[config.mk]
export PLATFORM = sky130hd
export DESIGN_NAME = net_boot_loader
export DESIGN_NICKNAME = d
export VERILOG_FILES = /design/src/rtl/net_boot_loader.sv
export SDC_FILE = /design/constraint.sdc
export NUM_CORES = 1
export LEC_CHECK = 0
export CAP_MARGIN = 15
export CORE_ASPECT_RATIO = 0.8
export CORE_MARGIN = 2
export CORE_UTILIZATION = 37
export CTS_CLUSTER_DIAMETER = 200
export DETAILED_ROUTE_END_ITERATION = 16
export PLACE_DENSITY = 0.76
export SLEW_MARGIN = 15
export SYNTH_ARGS = -nofsm -noshare
export SYNTH_HDL_FRONTEND = slang
export SYNTH_SLANG_ARGS = --single-unit
[constraint.sdc]
create_clock -name clk -period 2.3 [get_ports clk]
set_input_delay 0.46 -clock clk [delete_from_list [all_inputs] [get_ports clk]]
set_output_delay 0.46 -clock clk [all_outputs]
set_load 0.01 [all_outputs]
[src/rtl/net_boot_loader.sv]
// rtl/net_boot_loader.sv - streams dmem stores, INSTR/REG/BAR/PC/NULL packets from image ROMs into core_flattened
// Optional running checksum of emitted words: define NET_BOOT_CHECKSUM_EN.
package net_boot_loader_pkg;
  typedef enum logic [2:0] {
    NULL  = 3'd0,
    INSTR = 3'd1,
    REG   = 3'd2,
    PC    = 3'd3,
    BAR   = 3'd4
  } net_op_e;

  typedef struct packed {
    logic [9:0]  net_id;
    net_op_e     net_op;
    logic [4:0]  reserved;
    logic [31:0] net_data;
    logic [9:0]  net_addr;
  } net_packet_s;

  typedef struct packed {
    logic        valid;
    logic        wen;
    logic        byte_not_word;
    logic [31:0] write_data;
    logic        yumi;
  } mem_in_s;
endpackage

module net_boot_loader
  import net_boot_loader_pkg::*;
#(
  parameter int          dmem_words_p = 1024,
  parameter int          imem_words_p = 1024,
  parameter int          reg_words_p  = 64,
  parameter logic [9:0]  core_id_p    = 10'd1,
  parameter logic [31:0] bar_mask_p   = 32'h2,
  parameter logic [31:0] start_pc_p   = 32'h0
) (
  input  logic        clk,
  input  logic        reset,
  input  logic        start_i,
  output logic [1:0]  img_sel_o,
  output logic [9:0]  img_addr_o,
  input  logic [39:0] img_data_i,
  output net_packet_s net_packet_o,
  output mem_in_s     mem_o,
  output logic [31:0] dmem_addr_o,
  output logic        mem_select_o,
  output logic        busy_o,
  output logic        done_o,
  output logic [31:0] checksum_o
);

  localparam int max_ab_lp    = (dmem_words_p > imem_words_p) ? dmem_words_p : imem_words_p;
  localparam int max_abc_lp   = (max_ab_lp > reg_words_p) ? max_ab_lp : reg_words_p;
  localparam int max_words_lp = (max_abc_lp > 0) ? max_abc_lp : 1;
  localparam int idx_w_lp     = $clog2(max_words_lp) + 1;

  localparam logic [idx_w_lp-1:0] idx_one_lp = idx_w_lp'(1);
  localparam logic [idx_w_lp-1:0] dmem_w_lp  = idx_w_lp'(dmem_words_p);
  localparam logic [idx_w_lp-1:0] imem_w_lp  = idx_w_lp'(imem_words_p);
  localparam logic [idx_w_lp-1:0] reg_w_lp   = idx_w_lp'(reg_words_p);

  typedef enum logic [2:0] {
    S_IDLE, S_DMEM, S_IMEM, S_REGS, S_BAR, S_PC, S_FIN, S_DONE
  } state_e;

  state_e                state_r, state_n, next_elem;
  logic [idx_w_lp-1:0]   index_r, index_n, elem_words;
  logic                  phase_r, phase_n;
  net_packet_s           pkt_n;
  mem_in_s               mem_n;
  logic [31:0]           daddr_n;
  logic                  sel_n, busy_n, done_n;
  logic                  emit_en, clear_sum;
  logic [31:0]           emit_data;

  function automatic net_packet_s mk_pkt(input net_op_e op, input logic [31:0] data,
                                         input logic [9:0] addr);
    net_packet_s p;
    p.net_id   = core_id_p;
    p.net_op   = op;
    p.reserved = '0;
    p.net_data = data;
    p.net_addr = addr;
    return p;
  endfunction

  assign img_addr_o = 10'(index_r);

  always_comb begin
    img_sel_o = 2'd0;
    case (state_r)
      S_IMEM:  img_sel_o = 2'd1;
      S_REGS:  img_sel_o = 2'd2;
      default: img_sel_o = 2'd0;
    endcase
  end

  always_comb begin
    state_n    = state_r;
    index_n    = index_r;
    phase_n    = phase_r;
    pkt_n      = mk_pkt(NULL, 32'h0, 10'd0);
    mem_n      = '0;
    daddr_n    = dmem_addr_o;
    sel_n      = mem_select_o;
    busy_n     = busy_o;
    done_n     = done_o;
    emit_en    = 1'b0;
    emit_data  = 32'h0;
    clear_sum  = 1'b0;
    elem_words = '0;
    next_elem  = S_IDLE;

    case (state_r)
      S_DMEM:  begin elem_words = dmem_w_lp; next_elem = S_IMEM; end
      S_IMEM:  begin elem_words = imem_w_lp; next_elem = S_REGS; end
      S_REGS:  begin elem_words = reg_w_lp;  next_elem = S_BAR;  end
      default: ;
    endcase

    case (state_r)
      S_IDLE, S_DONE: begin
        if (start_i) begin
          state_n   = S_DMEM;
          index_n   = '0;
          phase_n   = 1'b0;
          busy_n    = 1'b1;
          done_n    = 1'b0;
          sel_n     = 1'b0;
          clear_sum = 1'b1;
        end
      end
      S_DMEM, S_IMEM, S_REGS: begin
        // phase 0 presents the address, phase 1 consumes the ROM word returned for it
        if (elem_words == '0) begin
          state_n = next_elem;
        end else if (!phase_r) begin
          phase_n = 1'b1;
        end else begin
          phase_n = 1'b0;
          emit_en = 1'b1;
          if (index_r == elem_words - idx_one_lp) begin
            index_n = '0;
            state_n = next_elem;
          end else begin
            index_n = index_r + idx_one_lp;
          end
        end
        if (state_r == S_DMEM && state_n != S_DMEM) sel_n = 1'b1;
      end
      S_BAR: begin
        pkt_n   = mk_pkt(BAR, bar_mask_p, 10'd24);
        state_n = S_PC;
      end
      S_PC: begin
        pkt_n   = mk_pkt(PC, start_pc_p, 10'd0);
        state_n = S_FIN;
      end
      S_FIN: begin
        pkt_n   = mk_pkt(NULL, 32'hFFFF_FFFE, 10'd24);
        state_n = S_DONE;
        busy_n  = 1'b0;
        done_n  = 1'b1;
      end
      default: state_n = S_IDLE;
    endcase

    if (emit_en) begin
      case (state_r)
        S_DMEM: begin
          emit_data        = img_data_i[31:0];
          mem_n.valid      = 1'b1;
          mem_n.wen        = 1'b1;
          mem_n.yumi       = 1'b1;
          mem_n.write_data = emit_data;
          daddr_n          = 32'(index_r) << 2;
        end
        S_IMEM: begin
          emit_data = {16'b0, img_data_i[15:0]};
          pkt_n     = mk_pkt(INSTR, emit_data, 10'(index_r));
        end
        S_REGS: begin
          emit_data = img_data_i[31:0];
          pkt_n     = mk_pkt(REG, emit_data, {4'b0, img_data_i[37:32]});
        end
        default: ;
      endcase
    end
  end

  always_ff @(posedge clk) begin
    if (reset) begin
      state_r      <= S_IDLE;
      index_r      <= '0;
      phase_r      <= 1'b0;
      net_packet_o <= mk_pkt(NULL, 32'h0, 10'd0);
      mem_o        <= '0;
      dmem_addr_o  <= '0;
      mem_select_o <= 1'b1;
      busy_o       <= 1'b0;
      done_o       <= 1'b0;
    end else begin
      state_r      <= state_n;
      index_r      <= index_n;
      phase_r      <= phase_n;
      net_packet_o <= pkt_n;
      mem_o        <= mem_n;
      dmem_addr_o  <= daddr_n;
      mem_select_o <= sel_n;
      busy_o       <= busy_n;
      done_o       <= done_n;
    end
  end

  logic unused_img_bits;
  assign unused_img_bits = ^img_data_i[39:38];

`ifdef NET_BOOT_CHECKSUM_EN
  logic [31:0] checksum_r;
  always_ff @(posedge clk) begin
    if (reset || clear_sum) checksum_r <= '0;
    else if (emit_en)       checksum_r <= checksum_r + emit_data;
  end
  assign checksum_o = checksum_r;
`else
  logic unused_sum_bits;
  assign unused_sum_bits = ^{clear_sum, emit_en, emit_data};
  assign checksum_o = 32'h0;
`endif

endmodule

After elaboration in Yosys (flattened, before gate mapping). Index checks and enable logic that the tools add are counted.

Flip-flop bits (word level): 125. Input bits: 43. Output and inout bits: 175.

Add/sub/neg operators: 2. Equality and inequality tests: 13. Mux-type cells: 31. Bitwise gates (word level): 2. Reduce and logical (&&, ||, !) cells: 15.

Operators with widths (number): 50-bit one-hot mux with 3 select lines (1); 60-bit one-hot mux with 2 select lines (1); 60-bit 2-to-1 mux (1); 11-bit 2-to-1 mux (4); 11-bit one-hot mux with 2 select lines (2); 33-bit 2-to-1 mux (1); 3-bit 2-to-1 mux (5); 3-bit one-hot mux with 5 select lines (1); 3-bit == test, second input constant (4); 11-bit by 1-bit adder with 11-bit output, second input constant (1); 11-bit == test (1); 11-bit zero test (1); 11-bit by 1-bit subtractor with 11-bit output, second input constant (1); 3-bit one-hot mux with 3 select lines (1); 1-bit 2-to-1 mux (8); 2-bit != test, second input constant (4); 1-bit one-hot mux with 2 select lines (4); 3-bit by 2-bit == test with 1-bit output, second input constant (2); 3-bit AND reduction (2); 2-bit OR reduction (3); 3-bit OR reduction (2); 2-bit one-hot mux with 2 select lines (1); 2-bit AND reduction (2); 4-bit AND reduction (1); 7 further kinds (9).

Logic depth before layout (Yosys ltp).
Depth after elaboration: 13. Depth in mapped cells: 11.

Least setup slack after synthesis. No wires, ideal clock.

Kind: register to register. Start point: reg state_r[0]. End point: reg index_r[3]. Library setup time: 74 ps. Arrival: 2448 ps. Required time: 2226 ps. Setup slack: -222 ps. Cell stages (with the launch flop): 11. Buffers on the path: 2. Clock period less this slack: 2522 ps. Path through: dfxtp_1 nor2b_1 clkbuf_1 clkbuf_1 o21bai_1 ha_1 nor3b_4 o21ai_1 a21o_1 or3_1 a31oi_1.

Word-level cells in the longest chain between the ends: 9.

Ends and longest elaborated chain: start: declaration (line 68) `state_e state_r, state_n, next_elem;`; start signal: assignment (line 205) `state_r <= state_n;`; 3-bit by 1-bit == test with 1-bit output or 3-bit by 2-bit == test with 1-bit output (tied branches) (line 116, 123); 2-bit OR reduction (no source line); 11-bit one-hot mux with 2 select lines (line 116) `case (state_r)`; 11-bit by 1-bit subtractor with 11-bit output (line 144) `if (index_r == elem_words - idx_one_lp) begin`; 11-bit == test (line 144); 11-bit 2-to-1 mux (line 144); 11-bit 2-to-1 mux (line 139) `end else if (!phase_r) begin`; 11-bit 2-to-1 mux (line 137) `if (elem_words == '0) begin`; 11-bit one-hot mux with 2 select lines (line 123) `case (state_r)`; end signal: assignment (line 206) `index_r <= index_n;`; end: declaration (line 69) `logic [idx_w_lp-1:0] index_r, index_n, elem_words;`.

Parallel ways exist; a longest one is shown, timed or not. The select of a mux whose other input is x is not followed. A chain may end at the register's enable or synchronous reset.

Final worst setup path.
Start point: reg state_r[0]. End point: out img_sel_o[1].

Word-level cells in the longest chain between the ends: 2.

Ends and longest elaborated chain: 3-bit by 2-bit == test with 1-bit output (line 93) `case (state_r)`; 2-bit one-hot mux with 2 select lines * (line 93); end: declaration (line 42) `output logic [1:0] img_sel_o,`.

Every way passes the cells marked *; elsewhere a longest branch is shown, timed or not.

==> reports/results.txt <==
status: finished, final reports clean
total congestion overflow: 0
Final GP Congestion: 0.937
Synth async-reset ratio: 0
Pleak: 2.33 nW
Synth Area in Adders: 0.00565
Simple-Gate Fraction of Synth Area: 0.193
RSZ-0062 raised after global routing: false
final setup vio count: 0
Synth Cell Area: 4430 µm²
final period utilization: 0.949
routed vias: 3686
Vias per Instance: 4.71
crit-path max FO: 10
EDFF count, synth: 0
Yosys warning count: 0
Fill cells: 1017
vias in the first global route: 3478
total CTS buffers: 9
Final Hold Viols: 0
FF+latch count, synth: 107
most common cell after layout, fill and taps aside: clkdlybuf4s50_1
Worst VDD drop: 343 µV
nets: 675
die area: 12900 µm²
Worst-Skew Late Latency: 0.34 ns
Hold-fix buffers, CTS: 0
# rows: 35
R2R Path Start: state_r[0]$_SDFFE_PP0P_
Post-synth top flop: dfxtp_1
Compound-Gate Fraction of Synth Area: 0.130
WP data arrival: 1.72 ns
Slowest-stage cell, CP: clkdlybuf4s50_1
worst setup path class: reg -> out
Final Skew: 0.00660 ns
CTS tree: done
Sinks on Clock Net: 107
wire per inst: 14.6 µm
r2r endpoint: index_r[3]$_SDFFE_PP0P_
commonest cells after routing, fill and taps aside: 145 x clkdlybuf4s50_1, 107 x dfxtp_1, 69 x conb_1
Syn Area/Cell: 8.96 µm²
hpwl dp: 8370 µm
CTS Buffer Depth: 2
MaxCap Viol Count: 0
port bufs: 146
Initial DRT Pass Iterations: 4
Pwr Density: 732 nW/µm²
dpl cells: 767
largest family of logic cells by synthesized area: simple AND/OR/NAND/NOR gates
H-tree depth: 3
P&R area growth vs syn: 38.5%
antenna viol nets, final: 0
Synth Area in XOR/XNOR: 0.00396
DRT Wirelength: 11400 µm
CP endpoint kind: output port
setup TNS: 0 ns
reg-to-reg slack, setup: 0.16 ns
Worst EP required: 1.84 ns
Peak Freq: 0.458 GHz
PostCTS Resize Cnt: 0
Setup Fix Bufs, Post-CTS: 0
Clock Pin Slew Worst Setup and Hold Paths: 0.07 ns
synthesized instance count: 494
first-pass GRT wire length: 17600 µm
hold wc startpoint: dmem_addr_o[6]$_SDFFE_PP0P_
ant diodes: 0
Setup crit start kind: flop
HP Class: reg -> reg
hold endpoint: dmem_addr_o[6]$_SDFFE_PP0P_
hold-critical path depth: 2
chip height: 102 µm
IO Count: 218
Initial Util: 0.382
# DRC: 0
Worst R2R Path Depth: 8
Initial DRC Count: 227
largest net degree at the start of global routing: 32
post-route insts no fill: 782
Cell Chain, Critical Path: and3b_1, buf_4, clkdlybuf4s50_1
Tmin final: 2.18 ns
share of cells above drive strength 1: 0.0852
pins over their slew limit: 0
core box area: 11600 µm²
Seq/Total Area, Yosys: 0.484
post-synthesis mux area share: 0.0119
root buf cell: clkbuf_16
CP max stage delay: 0.56 ns
Unique masters post-synth: 49
Die Width: 126 µm
initial antenna violation count: 0
all-layer global routing usage: 0.170
-- logic make-up (layout without fill, tap and decap cells) --
| group | count (synthesis) | in the layout |
|---|---|---|
| simple gates | 165 | 165 |
| buf+inv | 116 | 189 |
| flops | 107 | 107 |
| compound gates | 96 | 96 |
| mux | 4 | 4 |
| fa+ha+maj | 2 | 2 |
| other cells | 2 | 69 |
| xor+xnor | 2 | 2 |
-- layer usage --
layer  vias up  global-route usage  share of wire
li1       1770                   -              -
met1      1715               0.211           0.41
met2       187               0.287           0.49
met3        14              0.0581          0.088
met4         0              0.0473          0.014
met5         -                   0              0
-- worst max-delay path, delay by kind of cell (launching register included) --
kind | cells | cell delay (ns)
simple gates | 1 | 0.22
buf+inv | 2 | 0.75
flops | 1 | 0.41
-- Yosys cell counts, types with 7 or more instances --
master	instances	area (µm²)
dfxtp_1	107	2140
buf_4	81	608
nand2_1	58	218
a21oi_1	52	260
and2_1	33	206
clkbuf_1	24	90.1
nor2_1	20	75.1
nand3_1	19	95.1
o21ai_0	10	50.1
a22oi_1	8	60.1
a31oi_1	7	43.8
and3_1	7	43.8
nor2b_1	7	43.8
-- layout make-up --
class | count | area [µm²] | area share
flip-flops and latches | 107 | 2140 | 0.349
multi-input cells | 338 | 1810 | 0.295
repair buffers | 170 | 1650 | 0.269
clock buffers | 11 | 233 | 0.0379
well taps | 148 | 185 | 0.0302
clock inverters | 4 | 98.8 | 0.0161
inverters | 4 | 15.0 | 0.00245
-- per-stage QoR --
step	util	total power, W	hold WS [ns]	setup slack, ns	instance area, µm²
2_1_floorplan	-	0.00259	0.481	0.00927	4690
3_3_place_gp	0.498	0.00277	0.444	0.208	5780
3_5_place_dp	0.498	0.00279	0.460	0.0807	5780
4_1_cts	0.527	0.00451	0.471	0.0230	6110
5_1_grt	0.529	0.00468	0.494	0.00462	6130
6_report	0.529	0.00449	0.466	0.118	6130
-- power by group --
group | internal, W | switching [W]
Combinational | 0.000356 | 0.000491
Sequential | 0.00189 | 0.0000360
Clock | 0.00106 | 0.000649
-- sequential cells by signal, indices dropped and copies added, names as in the netlist --
| name | count |
|---|---|
| busy_o | 1 |
| state_r | 3 |
| dmem_addr_o | 11 |
| index_r | 11 |
| done_o | 1 |
| net_packet_o | 45 |
| phase_r | 1 |
| mem_o | 33 |
| mem_select_o | 1 |
-- worst max path at each step --
stage,startpoint,to,slack [ns]
3_5_place_dp,state_r[0]$_SDFFE_PP0P_,index_r[6]$_SDFFE_PP0P_,0.08
4_1_cts,state_r[1]$_SDFFE_PP0P_,img_sel_o[0],0.02
3_3_place_gp,state_r[0]$_SDFFE_PP0P_,index_r[10]$_SDFFE_PP0P_,0.21
6_report,state_r[0]$_SDFFE_PP0P_,img_sel_o[1],0.12
5_1_grt,state_r[0]$_SDFFE_PP0P_,index_r[3]$_SDFFE_PP0P_,0.005
2_1_floorplan,state_r[0]$_SDFFE_PP0P_,index_r[3]$_SDFFE_PP0P_,0.009
No activity file was read; power rests on OpenSTA's default activity.
